==> config.mk <==
export PLATFORM = sky130hd
export DESIGN_NAME = uart_byte_receiver
export DESIGN_NICKNAME = d
export VERILOG_FILES = /design/src/rtl/uart_pkg.sv /design/src/rtl/uart_rx_sync.sv /design/src/rtl/uart_byte_receiver.sv
export SDC_FILE = /design/constraint.sdc
export NUM_CORES = 1
export LEC_CHECK = 0
export CORE_ASPECT_RATIO = 2
export CORE_MARGIN = 4
export CORE_UTILIZATION = 35
export CTS_BUF_LIST = sky130_fd_sc_hd__clkbuf_8
export DETAILED_ROUTE_END_ITERATION = 12
export GPL_TIMING_DRIVEN = 0
export PLACE_DENSITY = 0.58
export SKIP_LAST_GASP = 1
export SYNTH_ARGS = -nofsm -noshare
export SYNTH_HDL_FRONTEND = slang
export SYNTH_SLANG_ARGS = --single-unit
==> constraint.sdc <==
create_clock -name clk -period 2.65 [get_ports clk]
set_clock_uncertainty 0.2 [all_clocks]
set_input_delay 0.6625 -clock clk [delete_from_list [all_inputs] [get_ports clk]]
set_output_delay 0.6625 -clock clk [all_outputs]
set_load 0.03 [all_outputs]
==> src/rtl/uart_pkg.sv <==
// uart_pkg
//   Shared definitions for the UART byte receiver: FSM state encoding,
//   frame constants and the bit-period derivation.
//   Optional feature macro: UART_PARITY_EN (adds the PARITY state usage, 8E1).
package uart_pkg;

   localparam int UART_DATA_BITS = 8;

   typedef enum logic [2:0] {
      S_IDLE      = 3'd0,
      S_START     = 3'd1,
      S_DATA      = 3'd2,
      S_PARITY    = 3'd3,
      S_STOP      = 3'd4,
      S_WAIT_HIGH = 3'd5
   } uart_state_e;

   function automatic int clks_per_bit(input int clk_freq, input int baud);
      return clk_freq / baud;
   endfunction

endpackage

==> src/rtl/uart_rx_sync.sv <==
// uart_rx_sync
//   Two-flop synchronizer for the asynchronous serial line. Both flops
//   preset to 1 (line idle) so reset never looks like a start bit.
// Ports:
//   clk   in  system clock
//   rst   in  synchronous active-high reset
//   rx_i  in  asynchronous serial input
//   rxs_o out synchronized serial line
module uart_rx_sync (
   input  logic clk,
   input  logic rst,
   input  logic rx_i,
   output logic rxs_o
);

   logic meta_q;
   logic sync_q;

   always_ff @(posedge clk) begin
      if (rst) begin
         meta_q <= 1'b1;
         sync_q <= 1'b1;
      end else begin
         meta_q <= rx_i;
         sync_q <= meta_q;
      end
   end

   assign rxs_o = sync_q;

endmodule

==> src/rtl/uart_byte_receiver.sv <==
// uart_byte_receiver
//   Oversampling UART receiver (8N1, or 8E1 when UART_PARITY_EN is defined)
//   that hands each byte to the instruction loader over a four-phase
//   packet_ready/packet_ack handshake, with a one-byte holding register.
// Ports:
//   clk            in   system clock
//   rst            in   synchronous active-high reset
//   rx             in   asynchronous serial line, idle high
//   packet_ack     in   loader acknowledge
//   packet_ready   out  uart_packet holds a valid byte
//   uart_packet    out  received byte
//   framing_error  out  one-cycle pulse, stop bit sampled low
//   overrun        out  one-cycle pulse, completed byte dropped
//   parity_error   out  one-cycle pulse, even-parity mismatch (UART_PARITY_EN only)
//
// state     | meaning
// S_IDLE    | line idle, waiting for a low level
// S_START   | timing to mid start bit, rejecting glitches
// S_DATA    | sampling 8 data bits, LSB first
// S_PARITY  | sampling the even-parity bit (UART_PARITY_EN only)
// S_STOP    | sampling the stop bit
// S_WAIT_HIGH | after a framing error, waiting for the line to return high
module uart_byte_receiver
   import uart_pkg::*;
#(
   parameter int CLK_FREQ = 100_000_000,
   parameter int BAUD     = 115200
) (
   input  logic                      clk,
   input  logic                      rst,
   input  logic                      rx,
   input  logic                      packet_ack,
   output logic                      packet_ready,
   output logic [UART_DATA_BITS-1:0] uart_packet,
   output logic                      framing_error,
`ifdef UART_PARITY_EN
   output logic                      parity_error,
`endif
   output logic                      overrun
);

   localparam int CLKS_PER_BIT = clks_per_bit(CLK_FREQ, BAUD);
   localparam int CNT_W        = $clog2(CLKS_PER_BIT);
   localparam logic [CNT_W-1:0] CNT_HALF = CNT_W'(CLKS_PER_BIT / 2 - 1);
   localparam logic [CNT_W-1:0] CNT_LAST = CNT_W'(CLKS_PER_BIT - 1);

   if (CLKS_PER_BIT < 16) begin : g_cpb_check
      $error("uart_byte_receiver: CLKS_PER_BIT must be at least 16");
   end

`ifdef UART_PARITY_EN
   localparam uart_state_e AFTER_DATA = S_PARITY;
`else
   localparam uart_state_e AFTER_DATA = S_STOP;
`endif

   logic                      rxs;
   uart_state_e               state_q;
   logic [CNT_W-1:0]          baud_cnt_q;
   logic [2:0]                bit_cnt_q;
   logic [UART_DATA_BITS-1:0] shift_q;
   logic                      framing_error_q;
   logic                      byte_done_d;
   logic                      slot_free_d;
   logic                      packet_ready_q;
   logic [UART_DATA_BITS-1:0] packet_q;
   logic [UART_DATA_BITS-1:0] hold_q;
   logic                      hold_full_q;
   logic                      overrun_q;
`ifdef UART_PARITY_EN
   logic                      parity_bad_q;
   logic                      parity_error_q;
`endif

   uart_rx_sync u_sync (
      .clk   (clk),
      .rst   (rst),
      .rx_i  (rx),
      .rxs_o (rxs)
   );

   always_ff @(posedge clk) begin
      if (rst) begin
         state_q         <= S_IDLE;
         baud_cnt_q      <= '0;
         bit_cnt_q       <= '0;
         shift_q         <= '0;
         framing_error_q <= 1'b0;
`ifdef UART_PARITY_EN
         parity_bad_q    <= 1'b0;
         parity_error_q  <= 1'b0;
`endif
      end else begin
         framing_error_q <= 1'b0;
`ifdef UART_PARITY_EN
         parity_error_q  <= 1'b0;
`endif
         unique case (state_q)
            S_IDLE: begin
               if (!rxs) begin
                  state_q    <= S_START;
                  baud_cnt_q <= '0;
               end
            end
            S_START: begin
               if (baud_cnt_q == CNT_HALF) begin
                  baud_cnt_q <= '0;
                  bit_cnt_q  <= '0;
                  state_q    <= rxs ? S_IDLE : S_DATA;
               end else begin
                  baud_cnt_q <= baud_cnt_q + 1'b1;
               end
            end
            S_DATA: begin
               if (baud_cnt_q == CNT_LAST) begin
                  baud_cnt_q <= '0;
                  shift_q    <= {rxs, shift_q[UART_DATA_BITS-1:1]};
                  bit_cnt_q  <= bit_cnt_q + 1'b1;
                  if (bit_cnt_q == 3'd7) state_q <= AFTER_DATA;
               end else begin
                  baud_cnt_q <= baud_cnt_q + 1'b1;
               end
            end
`ifdef UART_PARITY_EN
            S_PARITY: begin
               if (baud_cnt_q == CNT_LAST) begin
                  baud_cnt_q <= '0;
                  state_q    <= S_STOP;
                  if ((^shift_q) != rxs) begin
                     parity_bad_q   <= 1'b1;
                     parity_error_q <= 1'b1;
                  end
               end else begin
                  baud_cnt_q <= baud_cnt_q + 1'b1;
               end
            end
`endif
            S_STOP: begin
               if (baud_cnt_q == CNT_LAST) begin
                  baud_cnt_q <= '0;
`ifdef UART_PARITY_EN
                  parity_bad_q <= 1'b0;
`endif
                  if (rxs) begin
                     state_q <= S_IDLE;
                  end else begin
                     framing_error_q <= 1'b1;
                     state_q         <= S_WAIT_HIGH;
                  end
               end else begin
                  baud_cnt_q <= baud_cnt_q + 1'b1;
               end
            end
            S_WAIT_HIGH: begin
               if (rxs) state_q <= S_IDLE;
            end
            default: state_q <= S_IDLE;
         endcase
      end
   end

   // A byte completes on the stop-bit sample cycle, so delivery below
   // registers it in the same edge and packet_ready follows one cycle later.
`ifdef UART_PARITY_EN
   assign byte_done_d = (state_q == S_STOP) && (baud_cnt_q == CNT_LAST) && rxs && !parity_bad_q;
`else
   assign byte_done_d = (state_q == S_STOP) && (baud_cnt_q == CNT_LAST) && rxs;
`endif

   // Output slot is free only once the loader has also dropped its ack.
   assign slot_free_d = !packet_ready_q && !packet_ack;

   always_ff @(posedge clk) begin
      if (rst) begin
         packet_ready_q <= 1'b0;
         packet_q       <= '0;
         hold_q         <= '0;
         hold_full_q    <= 1'b0;
         overrun_q      <= 1'b0;
      end else begin
         overrun_q <= 1'b0;
         if (packet_ready_q && packet_ack) packet_ready_q <= 1'b0;

         if (slot_free_d && hold_full_q) begin
            // Drain holding byte; a byte completing now takes its place.
            packet_q       <= hold_q;
            packet_ready_q <= 1'b1;
            hold_full_q    <= byte_done_d;
            if (byte_done_d) hold_q <= shift_q;
         end else if (slot_free_d && byte_done_d) begin
            packet_q       <= shift_q;
            packet_ready_q <= 1'b1;
         end else if (byte_done_d) begin
            if (!hold_full_q) begin
               hold_q      <= shift_q;
               hold_full_q <= 1'b1;
            end else begin
               overrun_q <= 1'b1;
            end
         end
      end
   end

   assign packet_ready  = packet_ready_q;
   assign uart_packet   = packet_q;
   assign framing_error = framing_error_q;
   assign overrun       = overrun_q;
`ifdef UART_PARITY_EN
   assign parity_error  = parity_error_q;
`endif

endmodule

==> metrics.md <==
| Metric | Value |
|---|---|
| Final Instance Count excl. Fillers | 320 |
| Critical Path RT | 2640 ps |
| Post-synth ARST share | 0% |
| Worst path cell trace | or3b_4 > or3_1 > buf_2 > nor2_2 > mux2i_1 > nor2_1 |
| Synth Instances | 230 |
| Slew Limit Fails | 0 |
| Core Util, Final | 42.3% |
| Area growth syn-to-layout | 16.8% |
| Worst Path Buf+Inv | 1 |
| WP depth | 6 |
| Critical Path Fanout Max | 8 |
| DRT iter0 DRCs | 54 |
| Routed len/inst | 16.6 µm |
| CTS buffer count | 5 |
| Critical setup path kind | flip-flop to flip-flop |
| Worst path arrival time | 2510 ps |
| Maxcap violations | 0 |
| CP startpoint kind | flip-flop |
| Clock tree buffer depth | 2 |
| Final Hold Viols | 0 |
| Initial antenna violation count | 0 |
| Slowest-stage cell, CP | nor2_2 |
| RSZ-0062 raised after global routing | yes |
| Setup_tns | 0 ps |
| Combinational power share | 6.2% |
| GRT overflow | 0 |
| CTS tree | done |
| H-tree Lvls | 2 |
| Initial Utilization | 36.2% |
| Fill count | 625 |
| Tightest Pin Transition | 626 ps |
| Drt total wl | 5310 µm |
| Flop-to-flop setup slack | 130 ps |
| Clock transition at path regs | 90 ps |
| Largest cells by area after synthesis | dfxtp_1 42%, mux2i_1 8.8%, nor2_1 4.7% |
| Post-route cell area | 2540 µm² |
| CP endpoint | shift_q[6] |
| Worst slack at placement | -281 ps |
| Fraction of layout cells with a size suffix above 1 | 12.1% |
| Total Routing Usage GR | 15.4% |
| Net Sw Frac | 25.4% |
| Top Family by Delay on Critical Path | simple AND/OR/NAND/NOR gates |
| Part of the power in registers | 57.5% |
| Tmin final | 2520 ps |
| Antenna fix cells | 0 |
| Hold WC Path Type | flip-flop to flip-flop |
| CTS sink count | 46 |
| Leak pwr | 0.928 nW |
| Yosys warning count | 0 |
| Final period util | 95.1% |
| Clock Latency Late Sink | 310 ps |
| Hold_ws | 216 ps |
| CTS root buf | clkbuf_8 |
| Yosys reg bits | 46 |
| Row cnt | 40 |
| Status | completed |
| Top_reg_cell synth | dfxtp_1 |
| Port Buffers | 14 |
| Worst R2R Path Depth | 6 |
| Top-area cell type share of the netlist area | 42.4% |
| TritonRoute pass-1 iters | 4 |
| Mapped Avg Cell Area | 9.45 µm² |
| RR Startpoint | baud_cnt_q[5] |
| Routed Antenna Nets | 0 |
| Vias post-DR | 1838 |
| Hold Buf Count CTS | 0 |
| Post-synth EDFFs | 0 |
| Placed cells | 307 |
| First-pass GRT wire length | 9040 µm |
| IO Pins | 15 |
| Die Y | 119 µm |
| Relative slew margins | 58.1% |
| Power per cell area | 480 nW/µm² |
| Full die area | 7610 µm² |
| Netlist cell types | 49 |
| Worst r2r dst | shift_q[6] |
| Die W | 63.7 µm |
| Fmax | 397 MHz |
| Final Power | 1.22 mW |
| NetSw | 0.309 mW |
| GPL Wtd Cong | 0.808 |
| Number of remaining DRC errors | 0 |
| Crit path from | baud_cnt_q[5] |
| Yosys top cell by area | dfxtp_1 |
| Final HPWL DP | 3910 µm |
| Mapped Area | 2170 µm² |
| Worst Setup End Kind | flip-flop |
| Max stage delay on crit path | 460 ps |
| Number of global-route vias before repair | 1855 |
| Nets | 264 |
| Final setup violation count | 0 |
| Clock share of power | 36.2% |
| Final worst slack | 131 ps |
| Vias per cell | 5.74 |
| Max rail drop VDD | 397 µV |
| P_int | 0.909 mW |
| Largest net degree at the start of global routing | 16 |
| Syn nets | 238 |
| DP Area | 2390 µm² |
| Seq/Total Area, Yosys | 42.4% |
| Core area | 6010 µm² |
power groups by stage:
stage | combinational (mW) | sequential [mW] | clock (mW)
after detailed placement | 0.0743 | 0.716 | 0
final | 0.0759 | 0.700 | 0.441
after CTS | 0.0748 | 0.700 | 0.458
after floorplan | 0.0502 | 0.715 | 0
after global placement | 0.0738 | 0.716 | 0
after global routing | 0.0834 | 0.701 | 0.488
flip-flops by register name (all words and copies together) (netlist names):
register	count
u_sync.meta_q	1
uart_packet	8
framing_error	1
state_q	3
bit_cnt_q	3
shift_q	8
u_sync.rxs_o	1
overrun	1
baud_cnt_q	10
packet_ready	1
hold_full_q	1
hold_q	8
routing by layer:
layer  vias up  share of wire [%]  wire [µm]  global-route usage (%)
li1        899                  -          -                       -
met1       884                 36       1930                    14.3
met2        39                 56       2960                    28.0
met3        16                3.3        176                    3.68
met4         0                4.7        248                    11.5
met5         -                  0          0                       0
worst register-to-register path: cells and delay by family, from the launching register on:
kind,cells,cell delay [ps]
mux,1,250
simple gates,4,1330
buf+inv,1,190
flops,1,420
cell families (layout without fill, tap and decap cells):
logic type | count (synthesis) | after routing | synth area share (%)
adder cells (fa/ha/maj) | 4 | 4 | 2.30
buffers and inverters | 17 | 44 | 3.80
multiplexers | 19 | 19 | 8.75
AO/OA/AOI/OAI | 53 | 53 | 17.3
XOR/XNOR | 3 | 3 | 1.21
flip-flops | 46 | 46 | 42.4
AND/OR/NAND/NOR | 88 | 88 | 24.2
cells in the mapped netlist (all sizes together) (2+ instances only):
cell type  number
a211o           5
mux2i          19
and2            6
or3             2
nor3            4
ha              4
a22oi           8
nand2b          3
or2             3
nor3b           3
a21oi          12
and3            3
dfxtp          46
or3b            2
a31oi           2
buf             2
o21ai          13
nor4            5
a41oi           2
nor4b          10
a211oi          2
nor2           29
clkbuf          9
nand3           5
nor2b           3
nand2           6
xor2            2
a22o            2
inv             6
placed cells by master, fill, tap and decap left out, types with 6 or more instances in the layout:
master	n
dfxtp_1	45
inv_1	6
clkdlybuf4s50_1	14
a22oi_1	8
nor2_1	26
clkbuf_1	7
a21oi_1	12
nand2_1	6
mux2i_1	19
clkbuf_8	6
and2_1	6
o21ai_0	12
nor4b_1	10
final cells by class:
type                    instances  area [µm²]  share of cell area [%]
flip-flops and latches         46         922                    36.3
well taps                      63        78.8                    3.11
multi-input cells             167        1190                    46.8
inverters                       6        22.5                   0.888
clock inverters                 3        18.8                   0.740
clock buffers                   5        68.8                    2.71
plain buffers                  11        61.3                    2.42
repair buffers                 19         178                    7.00
worst min path at each step:
stage,to,from,depth (start not counted)
3_5_place_dp,u_sync.rxs_o,u_sync.meta_q,1
4_1_cts,u_sync.rxs_o,u_sync.meta_q,1
2_1_floorplan,u_sync.rxs_o,u_sync.meta_q,1
6_report,u_sync.rxs_o,u_sync.meta_q,1
3_3_place_gp,u_sync.rxs_o,u_sync.meta_q,1
5_1_grt,u_sync.rxs_o,u_sync.meta_q,1
what timing repair did:
action	4_1_cts	5_1_grt
endpoints found under the setup margin	34	35
buffers inserted	1	4
gates resized for setup	2	5
pin swaps	3	2
No activity file was read; power rests on OpenSTA's default activity.
